### config.mk
export PLATFORM = sky130hd
export DESIGN_NAME = avalon_byte_master
export DESIGN_NICKNAME = d
export VERILOG_FILES = /design/src/rtl/avalon_byte_master_pkg.sv /design/src/rtl/avalon_byte_master.sv
export SDC_FILE = /design/constraint.sdc
export NUM_CORES = 1
export LEC_CHECK = 0
export BUFFER_PORTS_ARGS = -buffer_cell sky130_fd_sc_hd__buf_2
export CORE_UTILIZATION = 55
export CTS_CLUSTER_DIAMETER = 60
export DETAILED_ROUTE_END_ITERATION = 16
export PLACE_DENSITY = 0.78
export SLEW_MARGIN = 0
export SYNTH_ARGS = -nofsm -noshare
export SYNTH_HDL_FRONTEND = slang
export SYNTH_SLANG_ARGS = --single-unit
### constraint.sdc
create_clock -name clock -period 4.2 [get_ports clock]
set_input_delay 0.84 -clock clock [delete_from_list [all_inputs] [get_ports clock]]
set_output_delay 0.84 -clock clock [all_outputs]
set_load 0.02 [all_outputs]
### src/rtl/avalon_byte_master_pkg.sv
// Shared types for the m1 byte initiator: FSM states, the command bundle and
// the Avalon address width.
package avalon_byte_master_pkg;

    localparam int unsigned M1_ADDR_W = 32;

    typedef enum logic [1:0] {IDLE, WRITE, READ, DRAIN} master_state_t;

    typedef struct packed {
        logic                 write;
        logic [M1_ADDR_W-1:0] addr;
        logic [7:0]           len;
        logic [7:0]           wdata;
    } byte_cmd_t;

    // A length field of zero stands for a full 256-byte burst.
    function automatic logic [8:0] burst_count(input logic [7:0] len);
        return (len == 8'd0) ? 9'd256 : {1'b0, len};
    endfunction

endpackage

### src/rtl/avalon_byte_master.sv
// Avalon-MM byte initiator: single-byte writes and pipelined sequential burst
// reads with in-order response passthrough and a waitrequest stall timeout.
module avalon_byte_master
    import avalon_byte_master_pkg::*;
#(
    parameter int unsigned MAX_PENDING  = 4,
    parameter int unsigned WAIT_TIMEOUT = 1024
) (
    input  logic                 clock,
    input  logic                 reset,
    input  logic                 cmd_valid,
    output logic                 cmd_ready,
    input  logic                 cmd_write,
    input  logic [M1_ADDR_W-1:0] cmd_addr,
    input  logic [7:0]           cmd_len,
    input  logic [7:0]           cmd_wdata,
    output logic                 rsp_valid,
    output logic [7:0]           rsp_data,
    output logic                 rsp_last,
    output logic                 done,
    output logic                 err,
    output logic [M1_ADDR_W-1:0] m1_address,
    output logic                 m1_read,
    output logic                 m1_write,
    output logic [7:0]           m1_writedata,
    input  logic                 m1_waitrequest,
    input  logic [7:0]           m1_readdata,
    input  logic                 m1_readdatavalid
);

    localparam logic [3:0]  PEND_MAX   = 4'(MAX_PENDING);
    localparam logic [31:0] TIMER_LAST = 32'(WAIT_TIMEOUT - 1);

    master_state_t        state, state_next;
    byte_cmd_t            cmd;
    logic [M1_ADDR_W-1:0] addr;
    logic [7:0]           wdata;
    logic [8:0]           issue_cnt, recv_cnt;
    logic [3:0]           pending;
    logic [31:0]          wait_timer;
    logic                 accept_cmd, accept_rd, rd_take, stall, timeout, done_next;

    assign cmd = '{write: cmd_write, addr: cmd_addr, len: cmd_len, wdata: cmd_wdata};

    assign m1_address   = addr;
    assign m1_writedata = wdata;

    always_comb begin
        cmd_ready  = (state == IDLE);
        accept_cmd = cmd_ready && cmd_valid;
        m1_write   = (state == WRITE);
        // A returning byte frees a slot in the same cycle, so a full window can still issue.
        m1_read    = (state == READ) && (issue_cnt != 9'd0) &&
                     ((pending < PEND_MAX) || (m1_readdatavalid && (pending != 4'd0)));
        accept_rd  = m1_read && !m1_waitrequest;
        // Zero-wait slaves return data in the accept cycle, before pending counts it.
        rd_take    = m1_readdatavalid && ((pending != 4'd0) || accept_rd);
        rsp_valid  = (state == READ) && rd_take;
        rsp_data   = m1_readdata;
        rsp_last   = rsp_valid && (recv_cnt == 9'd1);
        stall      = (m1_read || m1_write) && m1_waitrequest;
        timeout    = (WAIT_TIMEOUT != 0) && stall && (wait_timer == TIMER_LAST);

        state_next = state;
        done_next  = 1'b0;
        unique case (state)
            IDLE:  if (accept_cmd) state_next = cmd.write ? WRITE : READ;
            WRITE: if (!m1_waitrequest) begin
                       state_next = IDLE;
                       done_next  = 1'b1;
                   end
            READ:  if (rsp_valid && (recv_cnt == 9'd1)) begin
                       state_next = IDLE;
                       done_next  = 1'b1;
                   end
            DRAIN: if (pending == 4'd0) begin
                       state_next = IDLE;
                       done_next  = 1'b1;
                   end
            default: state_next = IDLE;
        endcase
        if (timeout) begin
            state_next = DRAIN;
            done_next  = 1'b0;
        end
    end

    always_ff @(posedge clock or posedge reset) begin
        if (reset) state <= IDLE;
        else       state <= state_next;
    end

    always_ff @(posedge clock or posedge reset) begin
        if (reset) begin
            addr       <= '0;
            wdata      <= '0;
            issue_cnt  <= '0;
            recv_cnt   <= '0;
            pending    <= '0;
            wait_timer <= '0;
            done       <= 1'b0;
            err        <= 1'b0;
        end else begin
            done <= done_next;
            if (accept_cmd) begin
                addr       <= cmd.addr;
                wdata      <= cmd.wdata;
                issue_cnt  <= cmd.write ? 9'd0 : burst_count(cmd.len);
                recv_cnt   <= cmd.write ? 9'd0 : burst_count(cmd.len);
                pending    <= '0;
                wait_timer <= '0;
                err        <= 1'b0;
            end else begin
                if (accept_rd) begin
                    addr      <= addr + M1_ADDR_W'(1);
                    issue_cnt <= issue_cnt - 9'd1;
                end
                if (accept_rd && !rd_take)      pending <= pending + 4'd1;
                else if (!accept_rd && rd_take) pending <= pending - 4'd1;
                if (rsp_valid) recv_cnt <= recv_cnt - 9'd1;
                wait_timer <= stall ? wait_timer + 32'd1 : '0;
                if (timeout) err <= 1'b1;
            end
        end
    end

endmodule

==> out/metrics.cfg, run 1 <==
[run_status]
status = complete, no violations

[routing]
drt_wl_total_um = 13500
postRouteAntennaNets = 0
vias_per_cell = 5.91
drc = 0
vias = 4978
drt_pass1_iterations = 5
drtIter0Drc = 353
routedWlPerCell_um = 16.1

[worst_setup_path]
r2r_slack_ns = 1.19
start_kind = register
worstPathArrival_ns = 2.41
criticalPathCategory = reg -> out
r2r_end = pending[3]$_DFFE_PP0P_
reg2reg_depth = 12
crit_path_end_kind = primary output
cp_max_fo = 16
cp.required_ns = 3.36
worstReg2RegStart = issue_cnt[0]$_DFFE_PP0P_

[power]
worst_ir_drop_vdd_mv = 0.247
cellLeakagePower_nw = 2.75
p_per_area_nw_per_um2 = 636

[finish]
multiInputGateArea_um2 = 2900
antennaDiodeCount = 0
fin_area_um2 = 6420
nets = 776
area_growth_syn_to_layout_pct = 14.9
regArea_um2 = 2450
fillerInstances = 884
final_layout_size_suffix_gt1_share_pct = 21.3
post-route-util_pct = 65.3
final_cells = 842

[sta]
worstMarginPinSlew_ns = 1.01
hold_violations = 0
fin_skew_ns = 0.0157
final-setup-viol-count = 0
rsz0062_at_grt = false
fmax_mhz = 307
whs_ns = 0.476
finalSetupTns_ns = 0
final-max-slew-violation-count = 0
fin_crit_sh_pct = 77.5
period_needed_ns = 3.25
slew_headroom_pct = 32.4

[floorplan]
num_rows = 36
coreArea_um2 = 9820
start_util_pct = 56.9
die_w_um = 103
die-area_um2 = 10600
io_pins = 117
dieHeight_um = 103

[placed_design]
place.gp.congestion = 0.905
port-buffer-count = 100
postPlaceCellArea_um2 = 6160
dp_cells = 827
dp_hpwl_um = 9810

[synthesis]
ys_seq_area_share_pct = 43.9
ys_types = 69
ys_ff_latch = 98
syn_area_per_cell_um2 = 9.04
synth_top_cell_by_area = dfrtp_1
synth_warnings = 0
synth_top_area_share_pct = 43.9
syn_area_um2 = 5580
synth_edf_count = 0
synth_fp_nets = 689
ys_async_sr_fraction_pct = 100
synthCells = 618
synthFlopType = dfrtp_1
synth_area_leaders = dfrtp_1, xor2_1, nand2_1

[clock_tree]
cts_sinks = 98
insertion_delay_ns = 0.37
cts_resized = 0
hold_buffers = 0
cts_setup_buffers = 0
root_buffer = clkbuf_8
cts_tree = built
cts_buffers = 9
cts.clk_slew.worst_paths_ns = 0.08
cts_buffer_depth = 2
h-tree-depth = 3

[min_path]
min_to = m1_writedata[7]$_DFFE_PP0P_
whs_path_depth = 2
holdCritStartpoint = m1_writedata[7]$_DFFE_PP0P_
min_path_type = reg -> reg

[run]
cap_violations = 0

[grt]
antenna_found_initial = 0
grt_pass1_vias = 4782
grt-ovfl-total = 0
grt_usage_pct = 27.4
grt_pass1_wl_um = 22300
grt_max_degree = 85

## where the power goes
group          internal, mW  switching [mW]
clock                 0.453           0.320
combinational         0.639            1.05
sequential             1.24           0.384
## sequential cells by signal, indices dropped and copies added (netlist names)
register and cells:
wait_timer 32, done 1, pending 4, recv_cnt 9, err 1, m1_address 32, state 2, m1_writedata 8
issue_cnt 9
## Yosys cell counts, drive strengths merged (3+ instances only)
master / instances
clkbuf: 18
nor2: 74
nor4: 16
nand2: 75
or3: 7
a31oi: 11
a21oi: 32
nand3: 29
nand4: 31
and3: 6
a311oi: 5
or4: 10
and4: 7
o21ai: 22
nor3: 21
xnor2: 15
inv: 22
o22ai: 3
nor4b: 3
buf: 14
ha: 8
nor3b: 4
o31ai: 5
a211oi: 5
xor2: 35
o211ai: 8
dfrtp: 98
## placed cells by master (no fill, tap or decap), drive strengths merged, types with 11 or more instances in the layout
cell type    n
a21oi       32
a31oi       11
buf        108
dfrtp       98
inv         22
nand2       75
nand3       29
nand4       31
nor2        74
nor3        21
nor4        16
o21ai       22
xnor2       15
xor2        35
## per-layer routing
layer,global-route usage (%),part of all wire (%)
met1,35.3,43
met2,46.4,50
met3,4.95,5.1
met4,10.2,1.8
met5,0,0
## critical path, cell delays in order, from the launching register on
cell     delay (ns)
dfrtp_1        0.40
inv_1          0.08
ha_1           0.19
nor4b_2        0.17
nand2_1        0.45
a21oi_1        0.16
or3_1          0.39
inv_1          0.06
buf_2          0.15
## kinds of logic after synthesis
family                   synth area share (%)
flip-flops                               43.9
multiplexers                            0.560
buffers and inverters                    4.32
AND/OR/NAND/NOR                          28.4
adder cells (fa/ha/maj)                  2.15
AO/OA/AOI/OAI                            12.8
XOR/XNOR                                 7.84
## how the worst max path moves through the flow
stage	startpoint	to	slack (ns)	cells past startpoint
2_1_floorplan	reset	done$_DFF_PP0_	0.80	1
3_3_place_gp	m1_readdatavalid	pending[3]$_DFFE_PP0P_	0.98	11
3_5_place_dp	m1_readdatavalid	pending[3]$_DFFE_PP0P_	0.86	11
4_1_cts	issue_cnt[0]$_DFFE_PP0P_	rsp_last	0.95	8
5_1_grt	issue_cnt[0]$_DFFE_PP0P_	rsp_last	0.75	8
6_report	issue_cnt[0]$_DFFE_PP0P_	rsp_last	0.95	8
## stage by stage
stage	total power, mW	worst slack, ns
final	4.08	0.946
after global routing	4.35	0.755
after CTS	4.10	0.952
after detailed placement	3.31	0.858
after global placement	3.24	0.980
after floorplan	2.77	0.798
## cell type report
class | instances | area share, %
Tap cell | 133 | 2.59
Timing Repair Buffer | 108 | 8.74
Clock inverter | 5 | 1.99
Multi-Input combinational cell | 466 | 45.1
Inverter | 22 | 1.33
Clock buffer | 10 | 1.99
Sequential cell | 98 | 38.2
No activity file was read; power rests on OpenSTA's default activity.
==> run 2, diff against run 1 <==
--- a/config.mk
+++ b/config.mk
@@ -5,11 +5,12 @@
 export SDC_FILE = /design/constraint.sdc
 export NUM_CORES = 1
 export LEC_CHECK = 0
+export ABC_AREA = 1
 export BUFFER_PORTS_ARGS = -buffer_cell sky130_fd_sc_hd__buf_2
-export CORE_UTILIZATION = 55
+export CORE_UTILIZATION = 51
 export CTS_CLUSTER_DIAMETER = 60
 export DETAILED_ROUTE_END_ITERATION = 16
-export PLACE_DENSITY = 0.78
+export PLACE_DENSITY = 0.75
 export SLEW_MARGIN = 0
 export SYNTH_ARGS = -nofsm -noshare
 export SYNTH_HDL_FRONTEND = slang
==> constraint.sdc (replaced) <==
create_clock -name clock -period 2.97 [get_ports clock]
set_input_delay 0.594 -clock clock [delete_from_list [all_inputs] [get_ports clock]]
set_output_delay 0.594 -clock clock [all_outputs]
set_load 0.02 [all_outputs]
==> run 2 against run 1 <==
Via count is 24% higher. Sequential power rose by 37%. Critical path depth increased by 4. Area after synthesis rose by 12%. Routed wire length is 21% higher. Total power rose by 62%. Final cell count rose by 35%. Core utilization fell by 5.9 points. Non-clock buffer count stayed put. Hold slack worse by 0.090 ns. Register-to-register slack worse by 0.58 ns. Critical path type unchanged. Largest power group unchanged.
==> out/metrics.cfg, run 2 <==
[power]
p_int_mw = 3.48  ; was 2.33 mW
finalPower_mw = 6.62  ; was 4.08 mW
pwr-share-seq_pct = 33.6  ; was 39.7%
worst_ir_drop_vdd_mv = 0.502  ; was 0.247 mV
p_switching_mw = 3.14  ; was 1.76 mW
swShare_pct = 47.5  ; was 43.0%
p_per_area_nw_per_um2 = 926  ; was 636 nW/um^2
comb_power_share_pct = 48.2  ; was 41.4%
cellLeakagePower_nw = 3.32  ; was 2.75 nW
pwr-share-clk_pct = 18.2  ; was 18.9%

[worst_setup_path]
cp_max_fo = 9  ; was 16
path_buf_inv = 3  ; unchanged
slowest_stage = dfrtp_1  ; was nand2_1
critPathMaxStageDelay_ns = 0.37  ; was 0.45 ns
worstPathArrival_ns = 2.08  ; was 2.41 ns
crit_path_end_kind = primary output  ; unchanged
crit_family = simple AND/OR/NAND/NOR gates  ; unchanged
cp.required_ns = 2.38  ; was 3.36 ns
start_kind = register  ; unchanged
criticalPathCategory = reg -> out  ; unchanged
path_cells = inv_1 -> ha_1 -> nand2_1 -> nor2_1 -> nand2_1 -> nand3_4 -> nand2_2 -> nand2_1 -> nor2_1 -> nand3_1 -> inv_1 -> buf_2  ; was inv_1 -> ha_1 -> nor4b_2 -> nand2_1 -> a21oi_1 -> or3_1 -> inv_1 -> buf_2
cp_common_cell = nand2_1  ; was inv_1

[sta]
slew_headroom_pct = 45.9  ; was 32.4%
final-max-slew-violation-count = 0  ; unchanged
fin_crit_sh_pct = 90.1
finalSetupTns_ns = 0  ; unchanged
worstMarginPinSlew_ns = 0.810  ; was 1.01 ns
fin_skew_ns = 0.00653  ; was 0.0157 ns
period_needed_ns = 2.68
fmax_mhz = 374
whs_ns = 0.386  ; was 0.476 ns
final-setup-viol-count = 0  ; unchanged
rsz0062_at_grt = false  ; unchanged
hold_violations = 0  ; unchanged

[clock_tree]
hold_buffers = 0  ; unchanged
cts_tree = built  ; unchanged
insertion_delay_ns = 0.35  ; was 0.37 ns
h-tree-depth = 3  ; unchanged
cts_setup_buffers = 0  ; unchanged
cts_resized = 0  ; unchanged
cts_sinks = 98  ; unchanged
root_buffer = clkbuf_16  ; was clkbuf_8
cts.clk_slew.worst_paths_ns = 0.07  ; was 0.08 ns
cts_buffers = 9  ; unchanged
cts_buffer_depth = 2  ; unchanged

[placed_design]
postPlaceCellArea_um2 = 6840  ; was 6160 um^2
place.gp.congestion = 0.937  ; was 0.905
dp_hpwl_um = 12400  ; was 9810 um
port-buffer-count = 100  ; unchanged

[synthesis]
syn_area_per_cell_um2 = 7.03  ; was 9.04 um^2
synth_edf_count = 0  ; unchanged
yosysMostFrequentCell = nand2_1  ; was dfrtp_1
synthFlopType = dfrtp_1  ; unchanged
ys_ff_latch = 98  ; unchanged
ys_seq_area_share_pct = 39.1  ; was 43.9%
synth_warnings = 0  ; unchanged
ys_types = 44  ; was 69
ys_async_sr_fraction_pct = 100  ; unchanged
synth_area_leaders = dfrtp_1, nand2_1, nor2_1  ; was dfrtp_1, xor2_1, nand2_1
ys_top_cells_by_count = nand2_1, nor2_1, dfrtp_1, inv_1, nand3_1  ; was dfrtp_1, nand2_1, nor2_1
synth_top_cell_by_area = dfrtp_1  ; unchanged
synth_fp_nets = 964  ; was 689
synthCells = 893  ; was 618
syn_area_um2 = 6270  ; was 5580 um^2
synth_top_area_share_pct = 39.1  ; was 43.9%

[min_path]
min_path_type = in -> async  ; was reg -> reg

[routing]
vias = 6174  ; was 4,978
drc = 0  ; unchanged
drtIter0Drc = 456  ; was 353
postRouteAntennaNets = 0  ; unchanged
vias_per_cell = 5.45  ; was 5.91
routedWlPerCell_um = 14.5  ; was 16.1 um
drt_wl_total_um = 16400  ; was 13,500 um
drt_pass1_iterations = 5  ; unchanged

[run]
cap_violations = 0  ; unchanged

[finish]
area_growth_syn_to_layout_pct = 13.9  ; was 14.9%
fillerInstances = 1151  ; was 884
final_common_cell = nand2_1  ; was buf_2
nets = 1052  ; was 776
fin_area_um2 = 7150  ; was 6420 um^2
final_layout_size_suffix_gt1_share_pct = 15.2  ; was 21.3%
antennaDiodeCount = 0  ; unchanged
final_cell_mix = nand2_1, nor2_1, buf_2, dfrtp_1, inv_1  ; was buf_2, dfrtp_1, nand2_1, nor2_1, xor2_1

[floorplan]
die-area_um2 = 12800  ; was 10,600 um^2
start_util_pct = 52.2  ; was 56.9%
coreArea_um2 = 12000  ; was 9820 um^2
dieHeight_um = 113  ; was 103 um
die_w_um = 113  ; was 103 um
io_pins = 117  ; unchanged
num_rows = 40  ; was 36

[grt]
grt_pass1_vias = 5718  ; was 4,782
grt-ovfl-total = 0  ; unchanged
grt_pass1_wl_um = 27100  ; was 22,300 um
grt_max_degree = 48  ; was 85
antenna_found_initial = 0  ; unchanged
grt_usage_pct = 27.0  ; was 27.4%

[run_status]
status = complete, no violations  ; unchanged

==> run 2: cell types whose count changed after synthesis, sizes merged, moves of 21 or more <==
cell / change
inv: +84
nor2: +70
nand3: +28
nor3: +32
a21oi: -21
nand2: +145
o21ai: +37
==> run 2: routing by layer <==
| metal | wire length, um | up-vias | GRT usage, % | share of wire (%) |
|---|---|---|---|---|
| li1 | - | 3091 | - | - |
| met2 | 7490 | 200 | 42.9 | 46 |
| met5 | 0 | - | 0 | 0 |
| met3 | 932 | 25 | 4.87 | 5.7 |
| met1 | 7700 | 2858 | 38.1 | 47 |
| met4 | 265 | 0 | 7.37 | 1.6 |
==> run 2: worst reg2reg max path, delay by kind of cell (launching register included) <==
kind / cells / cell delay [ns]
AO/OA/AOI/OAI: 2 / 0.31
AND/OR/NAND/NOR: 9 / 0.82
adder cells (fa/ha/maj): 2 / 0.53
flip-flops: 1 / 0.37
buffers and inverters: 2 / 0.26
==> run 2: final cells by class <==
class | count | area, um^2 | share of cell area, %
Multi-Input combinational cell | 658 | 3230 | 45.2
Sequential cell | 98 | 2450 | 34.3
Timing Repair Buffer | 108 | 573 | 8.02
Inverter | 106 | 402 | 5.62
Clock buffer | 10 | 229 | 3.20
Tap cell | 147 | 184 | 2.57
Clock inverter | 6 | 75.1 | 1.05
==> run 2: final timing paths <==
check	start	end	slack [ns]	cells after the start
worst max-delay path	issue_cnt[0]$_DFFE_PP0P_	rsp_last	0.29	12
worst min-delay path	reset	wait_timer[6]$_DFF_PP0_	0.39	2
worst max register to register	issue_cnt[0]$_DFFE_PP0P_	pending[3]$_DFFE_PP0P_	0.61	15
worst min register to register	m1_writedata[1]$_DFFE_PP0P_	m1_writedata[1]$_DFFE_PP0P_	0.47	2
max in group asynchronous	reset	wait_timer[24]$_DFF_PP0_	1.86	3
min in group clock	cmd_wdata[3]	m1_writedata[3]$_DFFE_PP0P_	0.44	3
==> run 2: through the flow <==
step           util, %  std cells  worst slack, ns
2_1_floorplan        -        893            0.681
3_3_place_gp      57.0       1117            0.613
3_5_place_dp      57.0       1117            0.537
4_1_cts           59.5       1133            0.263
5_1_grt           59.5       1133            0.102
6_report          59.5       1133            0.293
==> run 2: power by group through the flow <==
| stage | combinational (mW) | sequential, mW | clock (mW) |
|---|---|---|---|
| 6_report | 3.19 | 2.22 | 1.21 |
| 5_1_grt | 3.59 | 2.28 | 1.29 |
| 4_1_cts | 3.19 | 2.21 | 1.24 |
| 3_5_place_dp | 3.17 | 2.23 | 0 |
| 3_3_place_gp | 3.13 | 2.23 | 0 |
| 2_1_floorplan | 2.10 | 2.45 | 0 |
==> run 2: logic make-up (layout without fill, tap and decap cells) <==
| family | after synthesis | in the layout | share of synthesized area, % |
|---|---|---|---|
| xor gates and xnor gates | 31 | 31 | 4.33 |
| adders and majority gates | 9 | 9 | 1.91 |
| DFF | 98 | 98 | 39.1 |
| AOI/OAI and AO/OA | 108 | 108 | 9.95 |
| buffers and inverters | 137 | 230 | 9.43 |
| and+or+nand+nor | 510 | 510 | 35.3 |
